[src/rtl/csi_rx_lane_reset_seq.sv]
// CSI-2 receive reset sequencer: qualifies MMCM lock, releases the global
// receive reset, then walks the enabled lanes out of reset one at a time.
module csi_rx_lane_reset_seq #(
    parameter int NUM_LANES          = 2,
    parameter int SYNC_STAGES        = 3,
    parameter int LOCK_STABLE_CYCLES = 64,
    parameter int LANE_STAGGER       = 4,
    parameter int CNT_W              = 8
) (
    input  logic                 byte_clock,
    input  logic                 reset,
    input  logic                 pll_lock,
    input  logic [NUM_LANES-1:0] lane_en,
    input  logic                 clear_err,
    output logic                 reset_out,
    output logic [NUM_LANES-1:0] lane_reset,
    output logic                 ready,
    output logic                 lock_lost,
    output logic [CNT_W-1:0]     lock_loss_cnt
);
    localparam int STAB_W = (LOCK_STABLE_CYCLES > 1) ? $clog2(LOCK_STABLE_CYCLES) : 1;
    localparam int STG_W  = (LANE_STAGGER > 1) ? $clog2(LANE_STAGGER) : 1;

    typedef enum logic [1:0] {
        ST_WAIT_LOCK = 2'd0,
        ST_STABLE    = 2'd1,
        ST_RELEASE   = 2'd2,
        ST_RUN       = 2'd3
    } state_t;

    state_t                 state_q, state_d;
    logic [SYNC_STAGES-1:0] sync_q, sync_d;
    logic [STAB_W-1:0]      stab_cnt_q, stab_cnt_d;
    logic [STG_W-1:0]       stg_cnt_q, stg_cnt_d;
    logic [NUM_LANES-1:0]   pend_q, pend_d;
    logic                   reset_out_q, reset_out_d;
    logic [NUM_LANES-1:0]   lane_reset_q, lane_reset_d;
    logic                   ready_q, ready_d;
    logic                   lock_lost_q, lock_lost_d;
    logic [CNT_W-1:0]       lock_loss_cnt_q, lock_loss_cnt_d;

    logic                   lock_s;
    logic                   loss_s;
    logic [NUM_LANES-1:0]   pend_less_s;
    logic [NUM_LANES-1:0]   rel_bit_s;

    function automatic logic [CNT_W-1:0] sat_inc(input logic [CNT_W-1:0] v);
        if (v == {CNT_W{1'b1}}) begin
            sat_inc = v;
        end else begin
            sat_inc = v + CNT_W'(1);
        end
    endfunction

    assign lock_s = sync_q[SYNC_STAGES-1];
    // Clearing the lowest pending bit picks the next lane in ascending order.
    assign pend_less_s = pend_q & (pend_q - NUM_LANES'(1));
    assign rel_bit_s   = pend_q ^ pend_less_s;

    // Next-state and next-output logic for the sequencer.
    always_comb begin
        sync_d          = {sync_q[SYNC_STAGES-2:0], pll_lock};
        state_d         = state_q;
        stab_cnt_d      = stab_cnt_q;
        stg_cnt_d       = stg_cnt_q;
        pend_d          = pend_q;
        reset_out_d     = reset_out_q;
        lane_reset_d    = lane_reset_q;
        ready_d         = ready_q;
        lock_lost_d     = lock_lost_q;
        lock_loss_cnt_d = lock_loss_cnt_q;
        loss_s          = 1'b0;

        case (state_q)
            ST_WAIT_LOCK: begin
                stab_cnt_d   = {STAB_W{1'b0}};
                reset_out_d  = 1'b1;
                lane_reset_d = {NUM_LANES{1'b1}};
                ready_d      = 1'b0;
                if (lock_s) begin
                    state_d = ST_STABLE;
                end else begin
                    state_d = ST_WAIT_LOCK;
                end
            end
            ST_STABLE: begin
                if (!lock_s) begin
                    state_d    = ST_WAIT_LOCK;
                    stab_cnt_d = {STAB_W{1'b0}};
                end else if (stab_cnt_q == STAB_W'(LOCK_STABLE_CYCLES - 1)) begin
                    // Lane mask is frozen here for the whole release walk.
                    pend_d      = lane_en;
                    reset_out_d = 1'b0;
                    stg_cnt_d   = {STG_W{1'b0}};
                    if (lane_en == {NUM_LANES{1'b0}}) begin
                        state_d = ST_RUN;
                    end else begin
                        state_d = ST_RELEASE;
                    end
                end else begin
                    stab_cnt_d = stab_cnt_q + STAB_W'(1);
                end
            end
            ST_RELEASE: begin
                if (!lock_s) begin
                    loss_s = 1'b1;
                end else if (stg_cnt_q == STG_W'(LANE_STAGGER - 1)) begin
                    stg_cnt_d    = {STG_W{1'b0}};
                    pend_d       = pend_less_s;
                    lane_reset_d = lane_reset_q & ~rel_bit_s;
                    if (pend_less_s == {NUM_LANES{1'b0}}) begin
                        state_d = ST_RUN;
                    end else begin
                        state_d = ST_RELEASE;
                    end
                end else begin
                    stg_cnt_d = stg_cnt_q + STG_W'(1);
                end
            end
            ST_RUN: begin
                if (!lock_s) begin
                    loss_s = 1'b1;
                end else begin
                    ready_d = 1'b1;
                end
            end
            default: begin
                state_d = ST_WAIT_LOCK;
            end
        endcase

        // A counted loss overrides a simultaneous clear_err.
        if (loss_s) begin
            state_d         = ST_WAIT_LOCK;
            stab_cnt_d      = {STAB_W{1'b0}};
            reset_out_d     = 1'b1;
            lane_reset_d    = {NUM_LANES{1'b1}};
            ready_d         = 1'b0;
            lock_lost_d     = 1'b1;
            if (clear_err) begin
                lock_loss_cnt_d = CNT_W'(1);
            end else begin
                lock_loss_cnt_d = sat_inc(lock_loss_cnt_q);
            end
        end else if (clear_err) begin
            lock_lost_d     = 1'b0;
            lock_loss_cnt_d = {CNT_W{1'b0}};
        end else begin
            lock_lost_d     = lock_lost_q;
            lock_loss_cnt_d = lock_loss_cnt_q;
        end
    end

    // State, synchroniser and output registers with synchronous reset.
    always_ff @(posedge byte_clock) begin
        if (reset) begin
            sync_q          <= {SYNC_STAGES{1'b0}};
            state_q         <= ST_WAIT_LOCK;
            stab_cnt_q      <= {STAB_W{1'b0}};
            stg_cnt_q       <= {STG_W{1'b0}};
            pend_q          <= {NUM_LANES{1'b0}};
            reset_out_q     <= 1'b1;
            lane_reset_q    <= {NUM_LANES{1'b1}};
            ready_q         <= 1'b0;
            lock_lost_q     <= 1'b0;
            lock_loss_cnt_q <= {CNT_W{1'b0}};
        end else begin
            sync_q          <= sync_d;
            state_q         <= state_d;
            stab_cnt_q      <= stab_cnt_d;
            stg_cnt_q       <= stg_cnt_d;
            pend_q          <= pend_d;
            reset_out_q     <= reset_out_d;
            lane_reset_q    <= lane_reset_d;
            ready_q         <= ready_d;
            lock_lost_q     <= lock_lost_d;
            lock_loss_cnt_q <= lock_loss_cnt_d;
        end
    end

    assign reset_out     = reset_out_q;
    assign lane_reset    = lane_reset_q;
    assign ready         = ready_q;
    assign lock_lost     = lock_lost_q;
    assign lock_loss_cnt = lock_loss_cnt_q;
endmodule

[config.mk]
export PLATFORM = sky130hd
export DESIGN_NAME = csi_rx_lane_reset_seq
export DESIGN_NICKNAME = d
export VERILOG_FILES = /design/src/rtl/csi_rx_lane_reset_seq.sv
export SDC_FILE = /design/constraint.sdc
export NUM_CORES = 1
export LEC_CHECK = 0
export ABC_AREA = 1
export CAP_MARGIN = 20
export CORE_MARGIN = 2
export CORE_UTILIZATION = 50
export DETAILED_ROUTE_END_ITERATION = 16
export PLACE_DENSITY = 0.82
export SLEW_MARGIN = 10
export SYNTH_ARGS = -nofsm -noshare
export SYNTH_HDL_FRONTEND = slang
export SYNTH_SLANG_ARGS = --single-unit
[constraint.sdc]
create_clock -name byte_clock -period 2.3 [get_ports byte_clock]
set_input_delay 0.345 -clock byte_clock [delete_from_list [all_inputs] [get_ports byte_clock]]
set_output_delay 0.345 -clock byte_clock [all_outputs]
set_load 0.02 [all_outputs]
==> summary.txt <==
Run status
  • Status: completed

Setup path
  • Worst EP required: 1.96 ns
  • Setup crit end kind: primary output
  • Setup CP Type: reg2out
  • Startpoint Class: flip-flop
  • Max FO, Critical Path: 5
  • CP peak stage delay: 0.63 ns
  • CP arrival: 1.39 ns
  • CP Cell Sequence: clkdlybuf4s50_1
  • WP buf/inv: 1
  • Delay-heaviest family, CP: buffers and inverters
  • Slowest stage cell, crit path: clkdlybuf4s50_1

CTS
  • H-Tree Depth: 1
  • Postcts setup bufs: 0
  • TritonCTS buffer count: 3
  • Clock sink count: 28
  • CTS max path bufs: 2
  • Clock transition at path regs: 0.15 ns
  • CTS tree: done
  • Hold-fix buffers, CTS: 0
  • Post-CTS resize count: 0
  • CTS root buf: clkbuf_4
  • Clk Latency, worst-skew pair: 0.32 ns

STA
  • Slew headroom: 0.6505
  • Final Hold Fails: 0
  • Min Tclk post-route: 1.733 ns
  • Least-Margin Pin Slew: 0.5226 ns
  • RSZ-0062 raised after global routing: false
  • Max-slew violations: 0
  • Setup TNS: 0 ns
  • Worst setup margin: 0.5672 ns
  • Max Clk Rate: 577.1 MHz
  • Hold WS: 0.4134 ns
  • Final worst-path cycle share: 0.7534
  • Final Setup Violations: 0
  • Final Skew: 0.001578 ns

Routing
  • Drt drc: 0
  • WL met3: 122 µm
  • Vias per cell: 5.068
  • Drt first pass iters: 4
  • Post-route ant nets: 0
  • WL per Instance: 10.96 µm
  • DR WL met2: 1423 µm
  • Vias: 1,419
  • Final wirelength: 3070 µm
  • Top sig layer: met4
  • Iter 0 DRT Violations: 42
  • Met1 wire length: 1496 µm

Layout
  • Nets: 262
  • Ant diodes: 0
  • FILL cells: 287
  • Share of layout cells above drive strength 1: 0.1012
  • Final core occ: 0.6063
  • Area Overhead vs Synth: 17.32%

Yosys
  • Yosys warns: 0
  • Average size of a mapped cell: 6.810 µm²
  • Mapped cell area: 0.001539 mm²
  • Yosys reg bits: 28
  • Post-synthesis sequential area ratio: 0.3642
  • Synth Net Count: 240
  • Post-synth cell types: 25
  • Syn Inst Count: 226

Global routing
  • Grt total ovfl: 0
  • All-Layer GR Usage: 0.1889
  • First-pass GRT wire length: 5078 µm
  • Initial antenna violation count: 0
  • Largest net degree at the start of global routing: 17
  • Vias in the first global route: 1,267

Die
  • Ports: 19
  • Die X-Extent: 59.48 µm
  • Core Area: 0.002978 mm²
  • # rows: 20
  • Die area: 0.003538 mm²
  • Initial core utilization: 0.5168
  • Die height: 59.48 µm

Pwr
  • Worst vdd ir: 424.7 µV
  • LEAKAGE: 0.7927 nW
  • Power, Total: 1.436 mW
  • Pwr dens: 795.5 mW/mm²

Min path
  • HP Class: reg2reg

Place
  • Routability cong.: 0.8853
  • Hpwl dp: 2398 µm
  • IO Port Bufs: 18
  • Post-Place Worst Slack: 0.5990 ns

Flow run
  • Max Cap Viol: 0
-- sequential cells by signal, indices dropped and copies added (netlist names) --
register,flops
lane_reset,2
lock_loss_cnt,8
lock_lost,1
pend_q,2
ready,1
reset_out,1
stab_cnt_q,6
state_q,2
stg_cnt_q,2
sync_q,3
-- worst register-to-register path, cell delays in order, from the launching register on --
cell and delay (ns):
dfxtp_1 0.44, inv_1 0.09, ha_1 0.31, inv_2 0.11, nand2_1 0.09, nand2_2 0.11, inv_2 0.08, nor2_8 0.13
inv_2 0.08, a21oi_2 0.12, nand2_1 0.06
-- stage by stage --
step | cell area (µm²) | cells
5_1_grt | 1805 | 280
3_5_place_dp | 1753 | 276
2_1_floorplan | 1539 | 226
3_3_place_gp | 1753 | 276
6_report | 1805 | 280
4_1_cts | 1805 | 280
-- logic make-up after synthesis --
family          count (synthesis)  synth area share
compound gates                 33            0.1203
fa+ha+maj                       8           0.06504
buf+inv                        35           0.09024
flops                          28            0.3642
simple gates                  122            0.3602
-- power by group --
group	switching, mW	leakage [nW]	internal [mW]	total (mW)
combinational	0.343	0.538	0.189	0.532
clock	0.143	0.0279	0.176	0.319
sequential	0.0476	0.227	0.537	0.585
-- final cells by class --
class,instances,area (µm²),area share
Sequential cell,28,560.5,0.3105
Multi-Input combinational cell,163,839.6,0.4650
Tap cell,33,41.29,0.02287
Clock buffer,3,22.52,0.01247
Timing Repair Buffer,19,187.7,0.1040
Inverter,33,123.9,0.06861
Clock inverter,1,30.03,0.01663
-- metal layers --
layer / GRT usage / vias up
met2: 0.3297 / 27
li1: - / 767
met3: 0.02402 / 4
met5: 0 / -
met1: 0.2318 / 621
met4: 0.07792 / 0
-- worst paths after layout --
| kind | from | endpoint | cells past startpoint | slack (ns) |
|---|---|---|---|---|
| setup / recovery | lock_loss_cnt[0] | lock_loss_cnt[0] | 1 | 0.57 |
| hold / removal | sync_q[0] | sync_q[1] | 2 | 0.41 |
| setup reg to reg | state_q[0] | lane_reset[1] | 10 | 0.61 |
| hold reg to reg | sync_q[0] | sync_q[1] | 2 | 0.41 |
-- cells in the mapped netlist, drive strengths merged --
cell / number / area share
o211ai: 1 / 0.0049
a211oi: 1 / 0.0081
nand2: 57 / 0.15
a21oi: 16 / 0.054
o21ai: 14 / 0.048
nand3: 14 / 0.049
buf: 1 / 0.0073
dfxtp: 28 / 0.36
nor2: 41 / 0.12
o21bai: 1 / 0.0049
or2: 1 / 0.0041
nand4: 7 / 0.028
clkbuf: 1 / 0.0024
nand3b: 2 / 0.0098
ha: 8 / 0.065
inv: 33 / 0.080
-- placed cells by master (no fill, tap or decap), drive strengths merged --
| cell type | instances |
|---|---|
| a211oi | 1 |
| a21oi | 16 |
| buf | 1 |
| bufinv | 1 |
| clkbuf | 3 |
| clkdlybuf4s50 | 18 |
| dfxtp | 28 |
| ha | 8 |
| inv | 33 |
| nand2 | 57 |
| nand3 | 14 |
| nand3b | 2 |
| nand4 | 7 |
| nor2 | 41 |
| o211ai | 1 |
| o21ai | 14 |
| o21bai | 1 |
| or2 | 1 |
(Power assumes the default switching activity.)
